$ cat config.mk
export PLATFORM = sky130hd
export DESIGN_NAME = result_drain
export DESIGN_NICKNAME = d
export VERILOG_FILES = /design/src/rtl/result_drain.sv
export SDC_FILE = /design/constraint.sdc
export NUM_CORES = 1
export LEC_CHECK = 0
export ABC_AREA = 1
export ABC_CLOCK_PERIOD_IN_PS = 1900
export BUFFER_PORTS_ARGS = -buffer_cell sky130_fd_sc_hd__buf_2
export CAP_MARGIN = 20
export CELL_PAD_IN_SITES_DETAIL_PLACEMENT = 1
export CELL_PAD_IN_SITES_GLOBAL_PLACEMENT = 2
export CORE_MARGIN = 8
export CORE_UTILIZATION = 33
export DETAILED_ROUTE_END_ITERATION = 16
export PLACE_DENSITY = 0.9
export SLEW_MARGIN = 0
export SYNTH_ARGS = -nofsm -noshare
export SYNTH_HDL_FRONTEND = slang
export SYNTH_SLANG_ARGS = --single-unit
$ cat constraint.sdc
create_clock -name CLOCK_50 -period 1.9 [get_ports CLOCK_50]
set_input_delay 0.38 -clock CLOCK_50 [delete_from_list [all_inputs] [get_ports CLOCK_50]]
set_output_delay 0.38 -clock CLOCK_50 [all_outputs]
set_load 0.005 [all_outputs]
$ cat src/rtl/result_drain.sv
// result_drain: once the core reports done, this block reads the result-matrix
// bytes out of data memory and packs every 4 bytes (lowest address in the MSBs)
// into a 32-bit word. It streams those words on a valid/ready port and then sends
// one trailer word {clock_count, instr_cnt}, captured on the trigger edge.
module result_drain #(
  parameter int ROWS        = 3,
  parameter int COLS        = 4,
  parameter int COLS2       = 1,
  parameter int RESULT_BASE = ROWS*COLS*4 + COLS*COLS2*4,
  parameter int NUM_WORDS   = ROWS*COLS2,
  parameter int ADDR_W      = 8
) (
  input  logic              CLOCK_50,
  input  logic              rst_n,
  input  logic              done,
  input  logic [15:0]       clock_count,
  input  logic [15:0]       instr_cnt,
  output logic [ADDR_W-1:0] mem_addr,
  input  logic [7:0]        mem_rdata,
  output logic [31:0]       out_data,
  output logic              out_valid,
  input  logic              out_ready,
  output logic              out_last,
  output logic              busy,
  output logic              finished
);

  localparam int KW = (NUM_WORDS > 1) ? $clog2(NUM_WORDS) : 1;
  localparam logic [ADDR_W-1:0] BASE_A    = ADDR_W'(RESULT_BASE);
  localparam logic [KW-1:0]     LAST_WORD = KW'(NUM_WORDS - 1);

  typedef enum logic [2:0] {
    IDLE  = 3'd0,
    FETCH = 3'd1,
    HOLD  = 3'd2,
    TRAIL = 3'd3,
    FIN   = 3'd4
  } state_t;

  state_t            state_q, state_d;
  logic [KW-1:0]     k_q, k_d;           // word index
  logic [2:0]        j_q, j_d;           // FETCH cycle / byte index (0..4)
  logic [ADDR_W-1:0] wbase_q, wbase_d;   // byte address of byte 0 of word k
  logic [23:0]       shift_q, shift_d;   // first three bytes of the word being assembled
  logic [31:0]       cap_q, cap_d;       // {clock_count, instr_cnt} at trigger
  logic [ADDR_W-1:0] mem_addr_q, mem_addr_d;
  logic [31:0]       out_data_q, out_data_d;
  logic              out_valid_q, out_valid_d;
  logic              out_last_q, out_last_d;
  logic              busy_q, busy_d;
  logic              finished_q, finished_d;
  logic              xfer_s;

  assign xfer_s    = out_valid_q & out_ready;
  assign mem_addr  = mem_addr_q;
  assign out_data  = out_data_q;
  assign out_valid = out_valid_q;
  assign out_last  = out_last_q;
  assign busy      = busy_q;
  assign finished  = finished_q;

  // Next-state and registered-output logic for the drain sequencer.
  always_comb begin
    state_d     = state_q;
    k_d         = k_q;
    j_d         = j_q;
    wbase_d     = wbase_q;
    shift_d     = shift_q;
    cap_d       = cap_q;
    mem_addr_d  = {ADDR_W{1'b0}};
    out_data_d  = out_data_q;
    out_valid_d = out_valid_q;
    out_last_d  = out_last_q;
    busy_d      = busy_q;
    finished_d  = finished_q;

    case (state_q)
      IDLE: begin
        if (done) begin
          cap_d   = {clock_count, instr_cnt};
          k_d     = {KW{1'b0}};
          j_d     = 3'd0;
          wbase_d = BASE_A;
          busy_d  = 1'b1;
          if (NUM_WORDS == 0) begin
            // Nothing to read: present the trailer straight away.
            state_d     = TRAIL;
            out_data_d  = {clock_count, instr_cnt};
            out_valid_d = 1'b1;
            out_last_d  = 1'b1;
          end else begin
            state_d    = FETCH;
            mem_addr_d = BASE_A;
          end
        end else begin
          state_d = IDLE;
        end
      end

      FETCH: begin
        // Addresses go out on j=0..3; read data lags one cycle, so bytes land on j=1..4.
        if (j_q < 3'd3) begin
          mem_addr_d = wbase_q + ADDR_W'(j_q + 3'd1);
        end else begin
          mem_addr_d = {ADDR_W{1'b0}};
        end
        if (j_q == 3'd4) begin
          out_data_d  = {shift_q, mem_rdata};
          out_valid_d = 1'b1;
          out_last_d  = 1'b0;
          j_d         = 3'd0;
          state_d     = HOLD;
        end else if (j_q != 3'd0) begin
          shift_d = {shift_q[15:0], mem_rdata};
          j_d     = j_q + 3'd1;
        end else begin
          j_d = j_q + 3'd1;
        end
      end

      HOLD: begin
        if (xfer_s) begin
          if (k_q == LAST_WORD) begin
            state_d     = TRAIL;
            out_data_d  = cap_q;
            out_valid_d = 1'b1;
            out_last_d  = 1'b1;
          end else begin
            state_d     = FETCH;
            out_valid_d = 1'b0;
            k_d         = k_q + {{(KW-1){1'b0}}, 1'b1};
            j_d         = 3'd0;
            wbase_d     = wbase_q + ADDR_W'(4);
            mem_addr_d  = wbase_q + ADDR_W'(4);
          end
        end else begin
          state_d = HOLD;
        end
      end

      TRAIL: begin
        if (xfer_s) begin
          state_d     = FIN;
          out_valid_d = 1'b0;
          out_last_d  = 1'b0;
          busy_d      = 1'b0;
          finished_d  = 1'b1;
        end else begin
          state_d = TRAIL;
        end
      end

      FIN: begin
        // Wait for the core to drop done so that one program gives exactly one drain.
        if (!done) begin
          state_d    = IDLE;
          finished_d = 1'b0;
        end else begin
          state_d = FIN;
        end
      end

      default: begin
        state_d     = IDLE;
        out_valid_d = 1'b0;
        out_last_d  = 1'b0;
        busy_d      = 1'b0;
        finished_d  = 1'b0;
      end
    endcase
  end

  // State and output registers; reset discards any partially assembled word.
  always_ff @(posedge CLOCK_50 or negedge rst_n) begin
    if (!rst_n) begin
      state_q     <= IDLE;
      k_q         <= {KW{1'b0}};
      j_q         <= 3'd0;
      wbase_q     <= {ADDR_W{1'b0}};
      shift_q     <= 24'd0;
      cap_q       <= 32'd0;
      mem_addr_q  <= {ADDR_W{1'b0}};
      out_data_q  <= 32'd0;
      out_valid_q <= 1'b0;
      out_last_q  <= 1'b0;
      busy_q      <= 1'b0;
      finished_q  <= 1'b0;
    end else begin
      state_q     <= state_d;
      k_q         <= k_d;
      j_q         <= j_d;
      wbase_q     <= wbase_d;
      shift_q     <= shift_d;
      cap_q       <= cap_d;
      mem_addr_q  <= mem_addr_d;
      out_data_q  <= out_data_d;
      out_valid_q <= out_valid_d;
      out_last_q  <= out_last_d;
      busy_q      <= busy_d;
      finished_q  <= finished_d;
    end
  end

endmodule
* Word level (Yosys, flattened, before mapping) *
Index checks and enable logic that the tools add are counted.

cells by class
  $add $sub $neg = 5
  multiply operators = 0
  div/mod/pow operators = 0
  $lt $le $gt $ge = 1
  equal/unequal tests = 13
  shift-type cells = 0
  multiplexer cells = 43
  bitwise gates (word level) = 5
  reductions and logical operators = 17

operators by type and width
  kind                                                                    number
  32-bit two-way mux                                                      3
  32-bit case mux with 2 select lines                                     1
  8-bit two-way mux                                                       6
  3-bit two-way mux                                                       8
  8-bit case mux with 3 select lines                                      1
  8-bit case mux with 2 select lines                                      1
  4-bit AND reduction                                                     4
  3-bit case mux with 5 select lines                                      1
  2-bit inequality test (second input constant)                           7
  1-bit two-way mux                                                       11
  3-bit case mux with 3 select lines                                      1
  3-bit AND reduction                                                     3
  8-bit by 3-bit adder with 8-bit output (second input constant)          1
  8-bit by 4-bit adder with 8-bit output                                  1
  2-bit two-way mux                                                       4
  1-bit case mux with 4 select lines                                      2
  7-bit two-way mux                                                       1
  3-bit by 2-bit equality test with 1-bit output (second input constant)  2
  3-bit equality test (second input constant)                             2
  1-bit case mux with 3 select lines                                      2
  3-bit nonzero test                                                      2
  3-bit OR reduction                                                      2
  5-bit AND reduction                                                     1
  3-bit by 1-bit adder with 4-bit output (second input constant)          1
  12 further kinds                                                        16

word-level totals
  register bits after elaboration = 116
  bits in latches = 0
  memory bits (writable) = 0
  bits in read-only memories = 0
  memories kept = 0

* Depth between registers and ports, before layout *
  word-level depth = 4
  depth in mapped cells = 11
  mapped depth without buffers = 9

* Least setup slack after synthesis *
No wires, ideal clock.

  path kind = flip-flop to flip-flop
  start = reg j_q[0]
  end = reg out_valid_q, in the netlist out_valid
  library setup time = 0.119 ns
  data arrival time = 1.370 ns
  data required time = 1.781 ns
  slack = 0.411 ns
  cell stages (with the launch flop) = 10
  clock period less this slack = 1.489 ns
  cell sequence = dfrtp_1 -> inv_1 -> ha_1 -> nand2_1 -> nand3_1 -> nand2_2 -> inv_2 -> nand2_4 -> buf_6 -> nand2_1

between the ends
  cells in the longest elaborated chain, start to end = 3

RTL lines
  what                             line  text
  from (decl)                      42    logic [2:0] j_q, j_d;
  from (signal assigned)           191   j_q <= j_d;
  3-bit equality test              107   if (j_q == 3'd4) begin
  2-bit inequality test (no line)  n/a
  4-bit AND reduction (no line)    n/a
  to (signal assigned)             197   out_valid_q <= out_valid_d;
  to (decl)                        48    logic out_valid_q, out_valid_d;

No other way between the ends.
A chain may end at the register's enable or synchronous reset.

* Worst setup path after layout *
  start = reg state_q[1]
  end = reg out_data_q[2], in the netlist out_data[2]

between the ends
  cells in the longest elaborated chain, start to end = 3
  elaborated cells between the ends (all ways) = 8
  those cells by class = eq/ne (5); mux (1); reduce/logical (2)

RTL lines
  what                                                                                                              line  text
  from (decl)                                                                                                       40    state_t state_q, state_d;
  from (signal assigned)                                                                                            189   state_q <= state_d;
  3-bit by 2-bit equality test with 1-bit output or 3-bit by 1-bit equality test with 1-bit output (tied branches)  77    case (state_q)
  2-bit inequality test (no line) or 2-bit nonzero test (tied branches)                                             n/a
  4-bit AND reduction (no line)                                                                                     n/a
  to (signal assigned)                                                                                              196   out_data_q <= out_data_d;
  to (decl)                                                                                                         47    logic [31:0] out_data_q, out_data_d;

Parallel ways exist; a longest one is shown, timed or not.

==> summary.md <==
| Metric | Value |
|---|---|
| Run status | `complete, no violations` |
| Clock tree buffer depth | `2` |
| Worst skew pair latency | `between 0.4 and 0.5 ns` |
| Critical path arrival | `just over 2 ns` |
| RSZ-0062 raised after global routing | `no` |
| Via density per instance | `between 4 and 5` |
| Worst path cell trace | `nand2_1 -> nor2_4 -> buf_4 -> nand2_1 -> nand2_1 -> nor2_4 -> buf_12 -> nand2_1 -> nand2_1` |
| XOR/XNOR share of the synthesized area | `0.167%` |
| Post-Syn Instances | `about 630` |
| Antenna violations before repair | `0` |
| Delay-heaviest family, CP | `simple AND/OR/NAND/NOR gates` |
| Slowest-stage cell, CP | `dfrtp_1` |
| Relative slew slack | `between 60% and 70%` |
| H-tree levels | `4` |
| DPL Wire Length | `just over 10 mm` |
| Crit Path Category | `flop to flop` |
| Area contributors post-synth | `dfrtp_1, nand2_1, inv_1, o21ai_0, nor2_1` |
| Detailed-route via count | `4442` |
| Synthesized net count | `about 690` |
| ANT cells | `0` |
| Required time worst endpoint | `approximately 2.2 ns` |
| Peak VDD IR | `0.000835 V` |
| CTS Buf Count | `17` |
| Synth Cell Area | `approximately 0.0053 mm²` |
| Period minus WS final | `approximately 1.8 ns` |
| Synthesis-stage register bit count | `114` |
| Max incr delay on CP | `about 0.5 ns` |
| Most frequent cell on the critical path | `nand2_1` |
| PD cells | `roughly 1900 mW/mm²` |
| Filler Cell Count | `around 1900` |
| Layout cells sized above 1 | `roughly 22%` |
| CP Capture Type | `flop` |
| Clock Tree Root | `clkbuf_16` |
| Synth Area in Compound Gates | `about a tenth` |
| # port buffers | `87` |
| Final wirelength | `roughly 15 mm` |
| Ports | `between 80 and 90` |
| Ys async rst share | `100%` |
| Period utilization | `between 90% and 100%` |
| CTS tree | `done` |
| # rows | `46` |
| Post-synth EDFFs | `0` |
| Cell accounting for the most synthesized area | `dfrtp_1` |
| First-pass GRT wire length | `between 20 and 25 mm` |
| Share of the yosys chip area belonging to registers | `between 50% and 60%` |
| Final Non-Filler Cells | `a little under 1000` |
| Largest family of logic cells by synthesized area | `simple AND/OR/NAND/NOR gates` |
| Total power | `~12000 µW` |
| Nets | `787` |
| Dpl cell area | `between 0.005 and 0.006 mm²` |
| Synthesized-area fraction occupied by adder cells | `1.67%` |
| CTS sink cnt | `between 100 and 150` |
| Hold Crit Class | `primary input to flop` |
| Die W | `around 140 µm` |
| Area Growth Syn to Fin | `25.4%` |
| Maximum Capacitance Violations | `0` |
| Core Region | `between 0.015 and 0.02 mm²` |
| Yosys cell types | `28` |
| Worst setup SP type | `flop` |
| Fin Clk Skew | `approximately 0.0091 ns` |
| Number of buffers and inverters on the critical path | `2` |
| Cell count after placement | `925` |
| Die ar. | `around 0.02 mm²` |
| GRT overflow | `0` |
| GRT Resource Usage Total | `15.7%` |
| Leakage power | `~0.0036 µW` |
| Slew @ Worst Pin | `between 0.5 and 0.6 ns` |
| WL/cell | `15.5 µm` |
| Mux share of post-synthesis cell area | `0%` |
| Sum Neg Setup Slack | `0 ns` |
| Setup WS post-layout | `0.145 ns` |
| Die height | `around 140 µm` |
| Finished Cell Area | `~0.0066 mm²` |
| Worst-path clk slew | `~0.05 ns` |
| Final hold violations | `0` |
| DR iter-0 viols | `~190` |
| Post-route ant nets | `0` |
| Place WS | `-0.0252 ns` |
| Worst Setup SP | `state_q[1]$_DFFE_PN0P_` |
| Worst Path Max Fanout | `16` |
| Mean Syn Cell Area | `roughly 8.3 µm²` |
| Pin count of the biggest net entering global routing | `75` |
| Startpoint of the worst hold path | `instr_cnt[5]` |
| Placer Congestion | `0.827` |
| Max-slew violations | `0` |
| Vias in the first global route | `~4900` |
| Synth Area in Simple Gates | `about a quarter` |
| Final setup viols | `0` |
| Initial Util | `about a third` |
| Most frequent cells in the layout | `nand2_1, dfrtp_1, buf_2, inv_1, nor2_1` |
| YS warnings | `0` |
| R2r startpoint | `state_q[1]$_DFFE_PN0P_` |
| Share of the synthesized area in the top cell type | `54.2%` |
| Commonest non-fill, non-tap cell in the layout | `nand2_1` |
| Main synth FF type | `dfrtp_1` |
| Max frequency | `570 MHz` |
| TritonRoute pass-1 iters | `4` |
| Final routed DRC violation total | `0` |
==> report_power, final <==
part / internal (µW) / total (µW) / leakage (µW) / switching [µW]
clock: 2110 / 3160 / 0.000284 / 1050
sequential: 3540 / 4150 / 0.00136 / 612
combinational: 1940 / 5070 / 0.00199 / 3130
total: 7580 / 12400 / 0.00363 / 4800
==> tightest hold or removal path: stages <==
cell     delay (ns)
buf_2          0.08
nor2_1         0.03
a21oi_1        0.10
==> registers in the layout, indices dropped and copies added (netlist names), 2 cells and up <==
register  flops
out_data     32
wbase_q       6
mem_addr      8
k_q           2
shift_q      24
j_q           3
cap_q        32
state_q       3
==> metrics by stage <==
| stage | hold slack [ns] | util [%] |
|---|---|---|
| floorplan | 0.0844 | - |
| global placement | 0.438 | 37.6 |
| detailed placement | 0.440 | 37.6 |
| CTS | 0.196 | 41.6 |
| global route | 0.212 | 42.0 |
| finish | 0.211 | 42.0 |
==> path summary, 6_finish.rpt <==
kind / end / slack [ns] / depth (start not counted)
setup / recovery: out_data[2]$_DFFE_PN0P_ / 0.14 / 9
hold / removal: cap_q[5]$_DFFE_PN0P_ / 0.21 / 3
setup reg to reg: out_data[2]$_DFFE_PN0P_ / 0.14 / 9
hold reg to reg: out_data[21]$_DFFE_PN0P_ / 0.46 / 2
max in group asynchronous: cap_q[30]$_DFFE_PN0P_ / 0.91 / 3
min in group asynchronous: j_q[1]$_DFFE_PN0P_ / 0.53 / 3
==> routing by layer <==
metal	routed length, µm	global-route usage [%]	vias to the layer above
met2	7680	27.4	63
met3	711	4.16	16
met1	6330	18.2	2189
met4	223	5.26	0
li1	-	-	2174
met5	0	0	-
==> synthesized netlist by cell type (8+ instances only) <==
cell type / instances
nand2_1: 218
dfrtp_1: 114
inv_1: 67
nor2_1: 54
o21ai_0: 43
a21oi_1: 33
nand3_1: 15
o21ai_1: 12
buf_6: 11
nand2_2: 11
buf_2: 9
a21oi_2: 8
==> layout make-up <==
cell class	instances	area (µm²)	area share [%]
Sequential cell	114	2850	43.3
Multi-Input combinational cell	425	1960	29.7
Timing Repair Buffer	110	679	10.3
Clock buffer	24	472	7.16
Tap cell	216	270	4.10
Inverter	68	255	3.87
Clock inverter	6	105	1.59
==> cell families after synthesis <==
family,Yosys count
AOI/OAI and AO/OA,99
xor gates and xnor gates,1
adders and majority gates,7
buffers and inverters,96
DFF,114
and+or+nand+nor,317
==> repair_timing <==
| action | CTS | global route |
|---|---|---|
| hold endpoints to repair | 8 | 0 |
| gates cloned | 1 | 0 |
| setup buffers | 1 | 5 |
| setup endpoints to repair | 33 | 33 |
| hold buffers | 1 | 0 |
| resized for setup | 2 | 1 |
| pin swaps | 1 | 2 |
(Power assumes the default switching activity.)
